[src/rtl/pipe_buf_stage.sv]
// pipe_buf_stage
//   Elastic pipeline buffer register between two pipeline stages. It carries a
//   packed payload of DATA_W bits with a valid/ready handshake on each side.
//   flush turns every held entry into a bubble. With SKID=1 a second (skid)
//   entry is added so that in_ready comes straight from a flop. With SKID=0
//   there is a single entry and in_ready is combinational.
//
//   Parameters
//     DATA_W    payload width in bits (>=1)
//     BUBBLE    value driven on out_data when no valid entry is held
//     SKID      1: 2-entry buffer, registered in_ready; 0: 1-entry, comb in_ready
//
//   Ports
//     clk        rising-edge clock
//     reset      synchronous, active-high reset
//     flush      synchronous kill of all held entries
//     in_valid   upstream entry present
//     in_ready   buffer can accept this cycle
//     in_data    upstream payload
//     out_valid  entry present for downstream
//     out_ready  downstream consumes this cycle
//     out_data   head payload, BUBBLE when out_valid=0
//     occupancy  number of held entries (0..2)
module pipe_buf_stage #(
  parameter int unsigned        DATA_W = 32,
  parameter logic [DATA_W-1:0]  BUBBLE = '0,
  parameter int unsigned        SKID   = 1
) (
  input  logic              clk,
  input  logic              reset,
  input  logic              flush,
  input  logic              in_valid,
  output logic              in_ready,
  input  logic [DATA_W-1:0] in_data,
  output logic              out_valid,
  input  logic              out_ready,
  output logic [DATA_W-1:0] out_data,
  output logic [1:0]        occupancy
);

  // The state encoding doubles as the occupancy count.
  typedef enum logic [1:0] {
    EMPTY = 2'd0,
    ONE   = 2'd1,
    FULL  = 2'd2
  } state_t;

  state_t            state_q, state_d;
  logic [DATA_W-1:0] m_q, m_d;   // main entry, drives out_*
  logic [DATA_W-1:0] s_q, s_d;   // skid entry, only reachable with SKID=1
  logic              m_valid;
  logic              accept;
  logic              drain;

  assign m_valid   = (state_q != EMPTY);
  assign out_valid = m_valid;
  assign out_data  = m_q;
  assign occupancy = 2'(state_q);

  assign accept = in_valid & in_ready;
  assign drain  = m_valid & out_ready;

  always_comb begin
    state_d = state_q;
    m_d     = m_q;
    s_d     = s_q;
    unique case (state_q)
      EMPTY: begin
        if (accept) begin
          state_d = ONE;
          m_d     = in_data;
        end
      end
      ONE: begin
        if (accept && drain) begin
          m_d = in_data;
        end else if (accept && (SKID != 0)) begin
          state_d = FULL;
          s_d     = in_data;
        end else if (drain) begin
          state_d = EMPTY;
          m_d     = BUBBLE;
        end
      end
      FULL: begin
        if (drain) begin
          state_d = ONE;
          m_d     = s_q;
          s_d     = BUBBLE;
        end
      end
      default: begin
        state_d = EMPTY;
        m_d     = BUBBLE;
        s_d     = BUBBLE;
      end
    endcase
    // A same-cycle accept is dropped; a same-cycle drain has already been
    // taken by downstream, so emptying everything is correct in both cases.
    if (flush) begin
      state_d = EMPTY;
      m_d     = BUBBLE;
      s_d     = BUBBLE;
    end
  end

  always_ff @(posedge clk) begin
    if (reset) begin
      state_q <= EMPTY;
      m_q     <= BUBBLE;
      s_q     <= BUBBLE;
    end else begin
      state_q <= state_d;
      m_q     <= m_d;
      s_q     <= s_d;
    end
  end

  if (SKID != 0) begin : g_skid
    // Computed from the next state, so no path from out_ready reaches in_ready.
    logic ready_q;
    always_ff @(posedge clk) begin
      if (reset) ready_q <= 1'b1;
      else       ready_q <= (state_d != FULL);
    end
    assign in_ready = ready_q;
  end else begin : g_noskid
    assign in_ready = ~m_valid | out_ready;
  end

endmodule

[config.mk]
export PLATFORM = sky130hd
export DESIGN_NAME = pipe_buf_stage
export DESIGN_NICKNAME = d
export VERILOG_FILES = /design/src/rtl/pipe_buf_stage.sv
export SDC_FILE = /design/constraint.sdc
export NUM_CORES = 1
export LEC_CHECK = 0
export CAP_MARGIN = 10
export CORE_MARGIN = 5
export CORE_UTILIZATION = 50
export CTS_BUF_LIST = sky130_fd_sc_hd__clkbuf_4 sky130_fd_sc_hd__clkbuf_8
export DETAILED_ROUTE_END_ITERATION = 6
export PLACE_DENSITY = 0.8
export SYNTH_ARGS = -nofsm -noshare
export SYNTH_HDL_FRONTEND = slang
export SYNTH_SLANG_ARGS = --single-unit
[constraint.sdc]
create_clock -name clk -period 1.91 [get_ports clk]
set_clock_uncertainty 0.05 [all_clocks]
set_input_delay 0.573 -clock clk [delete_from_list [all_inputs] [get_ports clk]]
set_output_delay 0.573 -clock clk [all_outputs]
set_load 0.01 [all_outputs]
# == Yosys cells after proc, flatten, opt, wreduce, memory -nomap -nowiden ==
# Index checks and enable logic that the tools add are counted.
# totals
output_inout_bits,36
ff_bits,67
inputBits,37
word_cells,37
# classes
bitwise_logic,3
eq_ne,9
muxes,15
reduce_logical,6
# op_table
operator,count
32-bit 2-to-1 mux,6
32-bit case mux with 3 select lines,2
2-bit 2-to-1 mux,6
"2-bit != test, second input constant",5
4-bit AND reduction,2
"3-bit != test, second input constant",2
2-bit case mux with 3 select lines,1
1-bit bitwise AND,2
"2-bit by 1-bit equality test with 1-bit output, second input constant",1
"2-bit equality test, second input constant",1
2-bit logical NOT,1
2-bit nonzero test,1
2-bit OR reduction,1
1-bit logical AND,1
1-bit NOT,1

# == Longest topological paths before layout ==
# depth
word_depth,8
depth_mapped,7
mapped_depth_nobuf,4

# == Worst setup path before layout ==
# OpenSTA, ideal clock, no wires.
# synth_path
path_kind,register -> output
startpoint,"reg state_q[0], in the netlist occupancy[0]"
endpoint,out out_valid
path_slack_ns,0.175
required_time_ns,1.287
arrival_time_ns,1.112
path_buffers,2
path_stages_with_launch,4
path_cell_list,dfxtp_1 -> buf_4 -> clkbuf_1 -> or2_2
# synth_between
elab_chain_cells,1
# synth_lines
item,line_no,text
"start, declared",48,"state_t state_q, state_d;"
"start signal, assigned",113,state_q <= state_d;
2-bit nonzero test,55,assign m_valid = (state_q != EMPTY);
"end, declared",35,"output logic out_valid,"
# Every way passes these cells.

# == Worst setup path in the final report ==
# layout_path
startpoint,"reg state_q[1], in the netlist occupancy[1]"
endpoint,out occupancy[1]
# layout_rtl
item,line_no,text
"end, declared",38,output logic [1:0] occupancy
# No word-level cell between the ends.

==> reports/qor.yml <==
status:
  status: "complete, no violations"
detailed_routing:
  drt-wirelength-per-cell_um: 16.2
  drt_wl_total_um: 8090
  first_pass_iters: 4
  top_layer: "met4"
  route.detailed.vias_per_inst: 5.64
  wl_met2_um: 3880
  drt.antenna.violating_nets: 0
  drt_iter0_markers: 182
  wl_met1_um: 3760
  wl_met3_um: 341
  vias: 2818
  drc: 0
die:
  rows: 30
  io_pins: 73
  core-area_mm2: 0.00676
  chipHeight_um: 92.9
  die_w_um: 92.9
  start_util: 0.509
  die_area_mm2: 0.00864
timing:
  rsz0062_at_grt: "false"
  hold_viol: 0
  drv_slew: 0
  hold-worst-slack_ns: 0.447
  worstMarginPinSlew_ns: 0.475
  fin_tns_setup_ns: 0
  slew_headroom: 0.683
  min_period_ns: 1.87
  max_freq_mhz: 536
  setup_violations: 0
  timing.final.crit_share: 0.977
clocking:
  insertion_delay_ns: 0.34
  clk_path_buf_depth: 2
  cts_sinks: 67
  cts_root_buffer: "clkbuf_8"
  htreeDepth: 3
  cts_tree: "yes"
  path_clk_slew_ns: 0.07
  numCtsBuffers: 9
setup_path:
  cp_top_family: "buffers and inverters"
  cp_slowest_cell: "clkdlybuf4s50_1"
  cp_max_fo: 3
  cp.required_ns: 1.29
  cp_slowest_stage_delay_ns: 0.54
  worst-path-buf-inv: 1
  crit_start: "occupancy[1]"
  path_class: "flip-flop to output pin"
  crit_path_end_kind: "output pin"
  rr_startpoint: "occupancy[1]"
  cp_cell_sequence: "clkdlybuf4s50_1"
  setup.worst_path.start_class: "flip-flop"
  cp.arrival_ns: 1.24
placed_design:
  detailed_place_hpwl_um: 5250
  place_congestion: 0.773
  portBuffers: 72
grt:
  grt_pass1_wl_um: 13400
  grt_max_degree: 44
  grt_pass1_vias: 2756
  grt_usage: 0.193
  antenna_found_initial: 0
  gr-total-overflow: 0
hold_path:
  hold_path.class: "flip-flop to flip-flop"
  hold_start: "s_q[29]"
pwr:
  vdd_ir_drop_max_mv: 0.423
  p_leak_uw: 0.00159
  power.density_mw_per_mm2: 744
final_layout:
  area_growth_pct: 29.3
  num_antenna_cells: 0
  drive_above_1_share: 0.119
  fillers: 539
  nNetsFinal: 454
synth:
  synth_top_area_cell: "dfxtp_1"
  yosys-top-cells-area: "dfxtp_1, mux2i_1, o2bb2ai_1, nor2_1, and2_1"
  ys_seq_area_frac: 0.390
  ys_types: 29
  synth.top_cell.area_share: 0.390
  yosysWarnings: 0
  ys_ff_latch: 67
  syn_area_per_cell_um2: 9.86
  syn_area_mm2: 0.00344
  synth.net_count: 386
  synthCells: 349
run:
  cap_violations: 0
==> kinds of logic after synthesis <==
kind of cell | count (synthesis) | share of synthesized area
muxes | 65 | 0.189
buffers and inverters | 35 | 0.0848
DFF | 67 | 0.390
and+or+nand+nor | 111 | 0.160
AOI/OAI and AO/OA | 71 | 0.176
==> routing by layer <==
metal  track usage  vias up
met1         0.255     1367
met4        0.0696        0
met5             0        -
met2         0.308       66
met3        0.0463       11
li1              -     1374
==> worst reg2reg max path, delay by kind of cell (launching register included) <==
family	cells	cell delay (ns)
flops	1	0.36
simple gates	3	0.76
buf+inv	1	0.27
mux	1	0.17
==> layout make-up <==
class,instances,area (um^2),area share
Clock buffer,12,159,0.0357
Clock inverter,2,60.1,0.0135
Multi-Input combinational cell,247,1820,0.409
Sequential cell,67,1340,0.302
Tap cell,80,100,0.0225
Timing Repair Buffer,92,967,0.217
==> synth_stat cells (all sizes together) <==
cell type / n
a21oi: 2
o21ai: 1
a22o: 1
and4b: 1
or2: 2
nor2: 66
buf: 22
or3: 1
and3b: 1
dfxtp: 67
a22oi: 32
clkbuf: 13
and2b: 1
nand3b: 4
o2bb2ai: 32
nand3: 1
nor3: 1
o22a: 1
nand2: 1
and2: 32
mux2i: 65
o21ba: 1
o211ai: 1
==> placed cells by master, fill, tap and decap left out, types with 2 or more instances in the layout <==
cell type,count
a21oi_1,2
a22oi_1,26
a22oi_2,6
and2_1,32
buf_12,7
buf_4,13
bufinv_16,2
clkbuf_8,11
clkdlybuf4s50_1,66
dfxtp_1,65
dfxtp_2,2
dlymetal6s2s_1,4
mux2i_1,65
nand3b_1,3
nor2_1,66
o2bb2ai_1,32
or2_2,2
==> per-stage QoR <==
stage / power [uW] / setup slack, ns / cells / utilization / area [um^2]
after floorplan: 1800 / 0.175 / 349 / - / 3440
after global placement: 2010 / -0.250 / 486 / 0.624 / 4220
after detailed placement: 2020 / -0.303 / 486 / 0.624 / 4220
after CTS: 3330 / 0.0161 / 500 / 0.657 / 4440
after global routing: 3450 / 0.00337 / 500 / 0.658 / 4450
final: 3310 / 0.0440 / 500 / 0.658 / 4450
==> flip-flops by register name (all words and copies together) (netlist names) <==
name	flops
out_data	32
s_q	32
occupancy	2
in_ready	1
==> timing repair <==
action / in CTS / in global routing
setup buffers: 0 / 0
hold buffers: 0 / 0
endpoints found under the setup margin: 3 / 8
gates resized for setup: 3 / 5
endpoints found under the hold margin: 0 / 0
==> final timing paths <==
| kind | cells past startpoint | end | slack, ns |
|---|---|---|---|
| setup / recovery | 1 | occupancy[1] | 0.04 |
| hold / removal | 2 | s_q[29] | 0.45 |
| setup reg to reg | 5 | s_q[4] | 0.18 |
| hold reg to reg | 2 | s_q[29] | 0.45 |
==> power by group <==
group / internal [uW] / switching, uW / leakage (uW)
clock: 807 / 513 / 0.000112
sequential: 1430 / 17.4 / 0.000543
combinational: 283 / 261 / 0.000937
No activity file was read; power rests on OpenSTA's default activity.
